`src/rtl/data_cache_flush_ctrl.sv`:
```
// Flush/refill sequencer for one data-cache block: walks every qword, writes dirty ones back
// to memory and (in refill mode) reloads clean ones. Optional macro: DCACHE_FLUSH_WB_COUNT_EN.
module data_cache_flush_ctrl #(
  parameter int ADDR_WIDTH = 5,
  parameter int MEM_AW     = 32
) (
  input  logic                      clk_i,
  input  logic                      rst_i,
  input  logic                      start_i,
  input  logic                      refill_i,
  input  logic [MEM_AW-1:0]         base_addr_i,
  output logic                      busy_o,
  output logic                      done_o,
  input  logic [2**(ADDR_WIDTH-2)-1:0] dirty_i,
  output logic [ADDR_WIDTH-3:0]     addr_r_o,
  input  logic [31:0]               data0_i,
  input  logic [31:0]               data1_i,
  input  logic [31:0]               data2_i,
  input  logic [31:0]               data3_i,
  output logic [127:0]              flush_data_o,
  output logic [2**(ADDR_WIDTH-2)-1:0] flushing_n_o,
  output logic                      cleaned_n_o,
  output logic                      mem_req_o,
  output logic                      mem_we_o,
  output logic [MEM_AW-1:0]         mem_addr_o,
  output logic [127:0]              mem_wdata_o,
  input  logic [127:0]              mem_rdata_i,
  input  logic                      mem_ack_i,
  output logic [ADDR_WIDTH-2:0]     wb_count_o
);

  localparam int QWC = 2**(ADDR_WIDTH-2);
  localparam int KW  = ADDR_WIDTH-2;
  localparam int HW  = MEM_AW-4-KW;

  typedef enum logic [3:0] {
    S_IDLE, S_CHECK, S_RD, S_WB_REQ, S_RF_REQ, S_COMMIT_WB, S_COMMIT_RF, S_NEXT, S_DONE
  } state_t;

  state_t          state_reg, state_next;
  logic [KW-1:0]   k_reg;
  logic            refill_reg;
  logic [HW-1:0]   base_reg;
  logic [127:0]    wdata_reg;
  logic [127:0]    fdata_reg;
  logic            commit;
  logic            last_qword;
  logic            unused_base_bits;

  // Only the block-aligned part of the base address matters.
  assign unused_base_bits = ^base_addr_i[KW+3:0];
  assign last_qword       = (k_reg == KW'(QWC-1));

  always_ff @(posedge clk_i) begin
    if (rst_i) state_reg <= S_IDLE;
    else       state_reg <= state_next;
  end

  always_comb begin
    state_next = state_reg;
    case (state_reg)
      S_IDLE:      if (start_i) state_next = S_CHECK;
      S_CHECK: begin
        if (dirty_i[k_reg])  state_next = S_RD;
        else if (refill_reg) state_next = S_RF_REQ;
        else                 state_next = S_NEXT;
      end
      S_RD:        state_next = S_WB_REQ;
      S_WB_REQ:    if (mem_ack_i) state_next = S_COMMIT_WB;
      S_RF_REQ:    if (mem_ack_i) state_next = S_COMMIT_RF;
      S_COMMIT_WB: state_next = S_NEXT;
      S_COMMIT_RF: state_next = S_NEXT;
      S_NEXT:      state_next = last_qword ? S_DONE : S_CHECK;
      S_DONE:      state_next = S_IDLE;
      default:     state_next = S_IDLE;
    endcase
  end

  always_comb begin
    busy_o      = 1'b0;
    done_o      = 1'b0;
    mem_req_o   = 1'b0;
    mem_we_o    = 1'b0;
    commit      = 1'b0;
    cleaned_n_o = 1'b1;
    case (state_reg)
      S_IDLE:      busy_o = 1'b0;
      S_DONE:      done_o = 1'b1;
      S_WB_REQ: begin
        busy_o    = 1'b1;
        mem_req_o = 1'b1;
        mem_we_o  = 1'b1;
      end
      S_RF_REQ: begin
        busy_o    = 1'b1;
        mem_req_o = 1'b1;
      end
      S_COMMIT_WB, S_COMMIT_RF: begin
        busy_o      = 1'b1;
        commit      = 1'b1;
        cleaned_n_o = 1'b0;
      end
      default:     busy_o = 1'b1;
    endcase
  end

  // Datapath registers; request outputs come from registers so they hold stable until ack.
  always_ff @(posedge clk_i) begin
    if (rst_i) begin
      k_reg      <= '0;
      refill_reg <= 1'b0;
      base_reg   <= '0;
      wdata_reg  <= '0;
      fdata_reg  <= '0;
    end else begin
      case (state_reg)
        S_IDLE: if (start_i) begin
          refill_reg <= refill_i;
          base_reg   <= base_addr_i[MEM_AW-1:KW+4];
          k_reg      <= '0;
        end
        S_RD:     wdata_reg <= {data3_i, data2_i, data1_i, data0_i};
        S_RF_REQ: if (mem_ack_i) fdata_reg <= mem_rdata_i;
        S_NEXT:   if (!last_qword) k_reg <= k_reg + KW'(1);
        default: ;
      endcase
    end
  end

  assign addr_r_o     = k_reg;
  assign mem_addr_o   = {base_reg, k_reg, 4'b0000};
  assign mem_wdata_o  = wdata_reg;
  assign flush_data_o = fdata_reg;

  genvar gi;
  generate
    for (gi = 0; gi < QWC; gi++) begin : g_strobe
      assign flushing_n_o[gi] = ~(commit && (k_reg == KW'(gi)));
    end
  endgenerate

`ifdef DCACHE_FLUSH_WB_COUNT_EN
  logic [KW:0] wb_count_reg;

  always_ff @(posedge clk_i) begin
    if (rst_i)                               wb_count_reg <= '0;
    else if (state_reg == S_IDLE && start_i) wb_count_reg <= '0;
    else if (state_reg == S_COMMIT_WB)       wb_count_reg <= wb_count_reg + (KW+1)'(1);
  end

  assign wb_count_o = wb_count_reg;
`else
  assign wb_count_o = '0;
`endif

endmodule

```
`config.mk`:
```
export PLATFORM = sky130hd
export DESIGN_NAME = data_cache_flush_ctrl
export DESIGN_NICKNAME = d
export VERILOG_FILES = /design/src/rtl/data_cache_flush_ctrl.sv
export SDC_FILE = /design/constraint.sdc
export NUM_CORES = 1
export LEC_CHECK = 0
export BUFFER_PORTS_ARGS = -buffer_cell sky130_fd_sc_hd__buf_2
export CORE_AREA = 3 3 234 236
export CTS_BUF_LIST = sky130_fd_sc_hd__clkbuf_2
export DETAILED_ROUTE_END_ITERATION = 12
export DIE_AREA = 0 0 237 239
export PLACE_DENSITY = 0.4
export RECOVER_POWER = 25
export SLEW_MARGIN = 20
export SYNTH_ARGS = -nofsm -noshare
export SYNTH_HDL_FRONTEND = slang
export SYNTH_SLANG_ARGS = --single-unit
```
`constraint.sdc`:
```
create_clock -name clk_i -period 1.68 [get_ports clk_i]
set_input_delay 0.336 -clock clk_i [delete_from_list [all_inputs] [get_ports clk_i]]
set_output_delay 0.336 -clock clk_i [all_outputs]
set_load 0.02 [all_outputs]
```
==> results.json, run 1 <==
{
  "ys_seq_elements": 289,
  "cts_hold_buffers": 547,
  "gp_congestion": 0.799,
  "placed_area_um2": 14500,
  "cts_buffers": 83,
  "synth_top_family_by_area": "simple AND/OR/NAND/NOR gates",
  "ys_types": 35,
  "firstError": "[ERROR RSZ-0060] Max buffer count reached.",
  "synthMuxAreaShare": 0.00791,
  "synth-simple-area-share": 0.225,
  "synthFlopType": "dfxtp_1",
  "ys_seq_area_frac": 0.554,
  "synthAdderAreaFrac": 0.00719,
  "synth_xor_area_frac": 0.00252,
  "cts_buffer_depth": 3,
  "num_rows": 84,
  "clock-sinks": 289,
  "dp_hpwl_um": 31400,
  "synth-edff-count": 0,
  "dp.cells": 2563,
  "async_reset_ff_frac": 0,
  "synth.avg_cell_area_um2": 7.90,
  "failed_stage": "clock tree synthesis",
  "htreeDepth": 3,
  "synthTopCellsByArea": "dfxtp_1 55%, nand2_1 21%, a21oi_1 14%",
  "synth.most_common_cell": "nand2_1",
  "io_pins": 609,
  "synth_warnings": 0,
  "initial_utilization": 0.198,
  "status": "aborted with a tool error",
  "cts_resized": 922,
  "synth-compound-area-share": 0.143,
  "die_h_um": 239,
  "synthCells": 1322,
  "root_buffer": "clkbuf_2",
  "die_w_um": 237,
  "syn_area_um2": 10400,
  "synth_top_area_share": 0.554,
  "post-cts-setup-buffer-count": 24,
  "synthTopCellsByCount": "572 x nand2_1, 289 x dfxtp_1, 284 x a21oi_1",
  "yosys.area.top_type": "dfxtp_1",
  "io_buffers": 593
}
==> kinds of logic after synthesis <==
logic type                 count (synthesis)
xor gates and xnor gates                   3
adders and majority gates                  6
muxes                                      7
and+or+nand+nor                          607
buffers and inverters                    116
AOI/OAI and AO/OA                        293
DFF                                      289
other                                      1
==> through the flow <==
stage | setup WS (ns) | TNS [ns]
floorplan | 0.0217 | 0
global placement | -0.0306 | -0.278
detailed placement | -0.0301 | -0.556
==> run 2, diff against run 1 <==
--- a/config.mk
+++ b/config.mk
@@ -6,11 +6,10 @@
 export NUM_CORES = 1
 export LEC_CHECK = 0
 export BUFFER_PORTS_ARGS = -buffer_cell sky130_fd_sc_hd__buf_2
-export CORE_AREA = 3 3 234 236
-export CTS_BUF_LIST = sky130_fd_sc_hd__clkbuf_2
+export CORE_MARGIN = 3
+export CORE_UTILIZATION = 20
 export DETAILED_ROUTE_END_ITERATION = 12
-export DIE_AREA = 0 0 237 239
-export PLACE_DENSITY = 0.4
+export PLACE_DENSITY_LB_ADDON = 0.15
 export RECOVER_POWER = 25
 export SLEW_MARGIN = 20
 export SYNTH_ARGS = -nofsm -noshare
==> run 2 against run 1 <==
The flow now finishes, with violations (setup timing). Synthesized cell count did not move. Synthesized area unchanged.
==> results.json, run 2 <==
{
  "status": "complete, but fails checks",
  "violations": "setup timing",
  "path_clk_slew_ns": 0.06,
  "final_common_cell": "buf_2",
  "cts_tree": "yes",
  "cp_slowest_cell": "or3_4",
  "die_w_um": 235,
  "ys_seq_area_frac": 0.554,
  "reg2reg_from": "state_reg[1]",
  "dieArea_um2": 55000,
  "grt_pass1_vias": 10900,
  "synth_top_area_share": 0.554,
  "layout_common_cells": "579 x buf_2, 384 x nand2_1, 282 x dfxtp_1, 191 x a21oi_2, 156 x nand2_4",
  "min_from": "data1_i[23]",
  "viasPerCell": 4.30,
  "synthTopCellsByArea": "dfxtp_1 55%, nand2_1 21%, a21oi_1 14%",
  "holdCritPathClass": "in2reg",
  "synthCells": 1322,
  "combPwrFrac": 0.374,
  "power_frac_clock": 0.303,
  "cts_buffer_depth": 3,
  "leakage_uw": 0.00863,
  "crit_path_end_kind": "output port",
  "ys_seq_elements": 289,
  "grt_overflow": 0,
  "intPower_uw": 16900,
  "cp_cell_sequence": "buf_6 -> or3_4 -> nor2_2 -> buf_6",
  "avgRoutedWirePerCell_um": 18.6,
  "fin_worst_skew_ns": 0.0203,
  "setup_ws_ns": -0.300,
  "antenna_found_initial": 10,
  "worstPathArrival_ns": 1.64,
  "fin_crit_ns": 1.98,
  "cpPeakStageDelay_ns": 0.39,
  "clock-sinks": 289,
  "vdd_drop_max_mv": 0.795,
  "synth_warnings": 0,
  "num_rows": 83,
  "cts_buffers": 36,
  "vias": 11900,
  "root_buffer": "clkbuf_16",
  "firstDrtPassIters": 6,
  "synth.most_common_cell": "nand2_1",
  "initial_utilization": 0.203,
  "htreeDepth": 2,
  "setup_viol": 185,
  "rsz0062_at_grt": "yes",
  "syn_area_um2": 10400,
  "nFillCells": 5313,
  "synthFlopType": "dfxtp_1",
  "area_delta_synth_final_pct": 93.6,
  "synthTopCellsByCount": "572 x nand2_1, 289 x dfxtp_1, 284 x a21oi_1",
  "grt_max_degree": 66,
  "insertion_delay_ns": 0.54,
  "hold_viol_final": 0,
  "synth.avg_cell_area_um2": 7.90,
  "grt_use_total": 0.145,
  "maxCapViolations": 0,
  "fmax_ghz": 0.505,
  "total_power_uw": 25900,
  "p_per_area_nw_per_um2": 1280,
  "nets": 2374,
  "grt_pass1_wl_um": 62100,
  "cp-start-kind": "register",
  "min_period_over_period": 1.18,
  "drive_gt1_frac": 0.574,
  "crit_required_ns": 1.34,
  "p_sw_uw": 8990,
  "finalWirelength_um": 51700,
  "final_util": 0.393,
  "drtAntennaViolNets": 0,
  "coreArea_um2": 51500,
  "crit_type": "reg2out",
  "finalMaxSlewViolations": 0,
  "cpMostUsedCell": "buf_6",
  "die_h_um": 235,
  "async_reset_ff_frac": 0,
  "critPathLaunch": "state_reg[1]",
  "remaining_drc_errors": 0,
  "seqPwrFrac": 0.322,
  "path_max_fanout": 4,
  "switching_share": 0.347,
  "dp_hpwl_um": 32200,
  "io_buffers": 593,
  "synth-edff-count": 0,
  "io_pins": 609,
  "yosys.area.top_type": "dfxtp_1",
  "drt_iter0_markers": 391,
  "gp_congestion": 0.785,
  "ys_types": 35
}
-- run 2: cell counts after synthesis --
No cell type changed its count.
-- run 2: kinds of logic after synthesis --
group                      count (synthesis)  share of synthesized area
other                                      1                   0.000359
and+or+nand+nor                          607                      0.225
muxes                                      7                    0.00791
buffers and inverters                    116                     0.0604
xor gates and xnor gates                   3                    0.00252
adders and majority gates                  6                    0.00719
AOI/OAI and AO/OA                        293                      0.143
DFF                                      289                      0.554
-- run 2: routing by layer --
metal / track usage / share of wire / up-vias
met5: 0 / 0.0012 / -
met4: 0.0329 / 0.015 / 10
met3: 0.0678 / 0.096 / 66
met2: 0.252 / 0.50 / 418
met1: 0.160 / 0.39 / 5668
li1: - / - / 5783
-- run 2: final timing paths --
path / to / slack, ns / cells past startpoint
max: done_o / -0.30 / 4
max reg2reg: flush_data_o[21] / -0.23 / 9
min reg2reg: mem_wdata_o[12] / 0.45 / 2
min: mem_wdata_o[55] / 0.03 / 3
-- run 2: area by class of cell --
cell class | count | area [µm²] | share of cell area
Multi-Input combinational cell | 926 | 6190 | 0.306
Timing Repair Buffer | 809 | 6140 | 0.304
Clock buffer | 58 | 1140 | 0.0562
Tap cell | 680 | 851 | 0.0421
Clock inverter | 7 | 73.8 | 0.00365
Sequential cell | 289 | 5810 | 0.287
Antenna cell | 3 | 7.51 | 0.000371
Inverter | 5 | 18.8 | 0.000928
-- run 2: through the flow --
step           hold slack [ns]  setup slack, ns  cell area (µm²)  cells  TNS (ns)
2_1_floorplan            0.445           0.0217            10500   1329         0
3_3_place_gp             0.440         -0.00635            14400   2546   -0.0200
3_5_place_dp             0.444          -0.0207            14400   2546   -0.0222
4_1_cts               0.000227           -0.330            16600   2694    -12.97
5_1_grt                0.00676           -0.385            20200   2774    -44.41
6_report                0.0336           -0.300            20200   2777    -28.12
-- run 2: power groups by stage --
stage,clock network [µW],logic [µW],registers (µW)
2_1_floorplan,0,2470,9350
3_3_place_gp,0,6140,8330
3_5_place_dp,0,6160,8360
4_1_cts,8120,6540,8220
5_1_grt,8390,10400,8430
6_report,7850,9680,8330
-- run 2: what timing repair did --
item                                    in CTS  in global routing
setup buffers                                7                 28
gates resized for setup                     54                621
hold endpoints to repair                    76                  0
endpoints found under the setup margin      44                265
cloned                                       0                 52
pin swaps                                    7                290
hold buffers                                76                  0
-- run 2: critical path: cells and delay by family, from the launching register on --
kind          cells  cell delay, ns
simple gates      2            0.52
flops             1            0.36
buf+inv           2            0.25
Power figures use the tool's default switching activity.
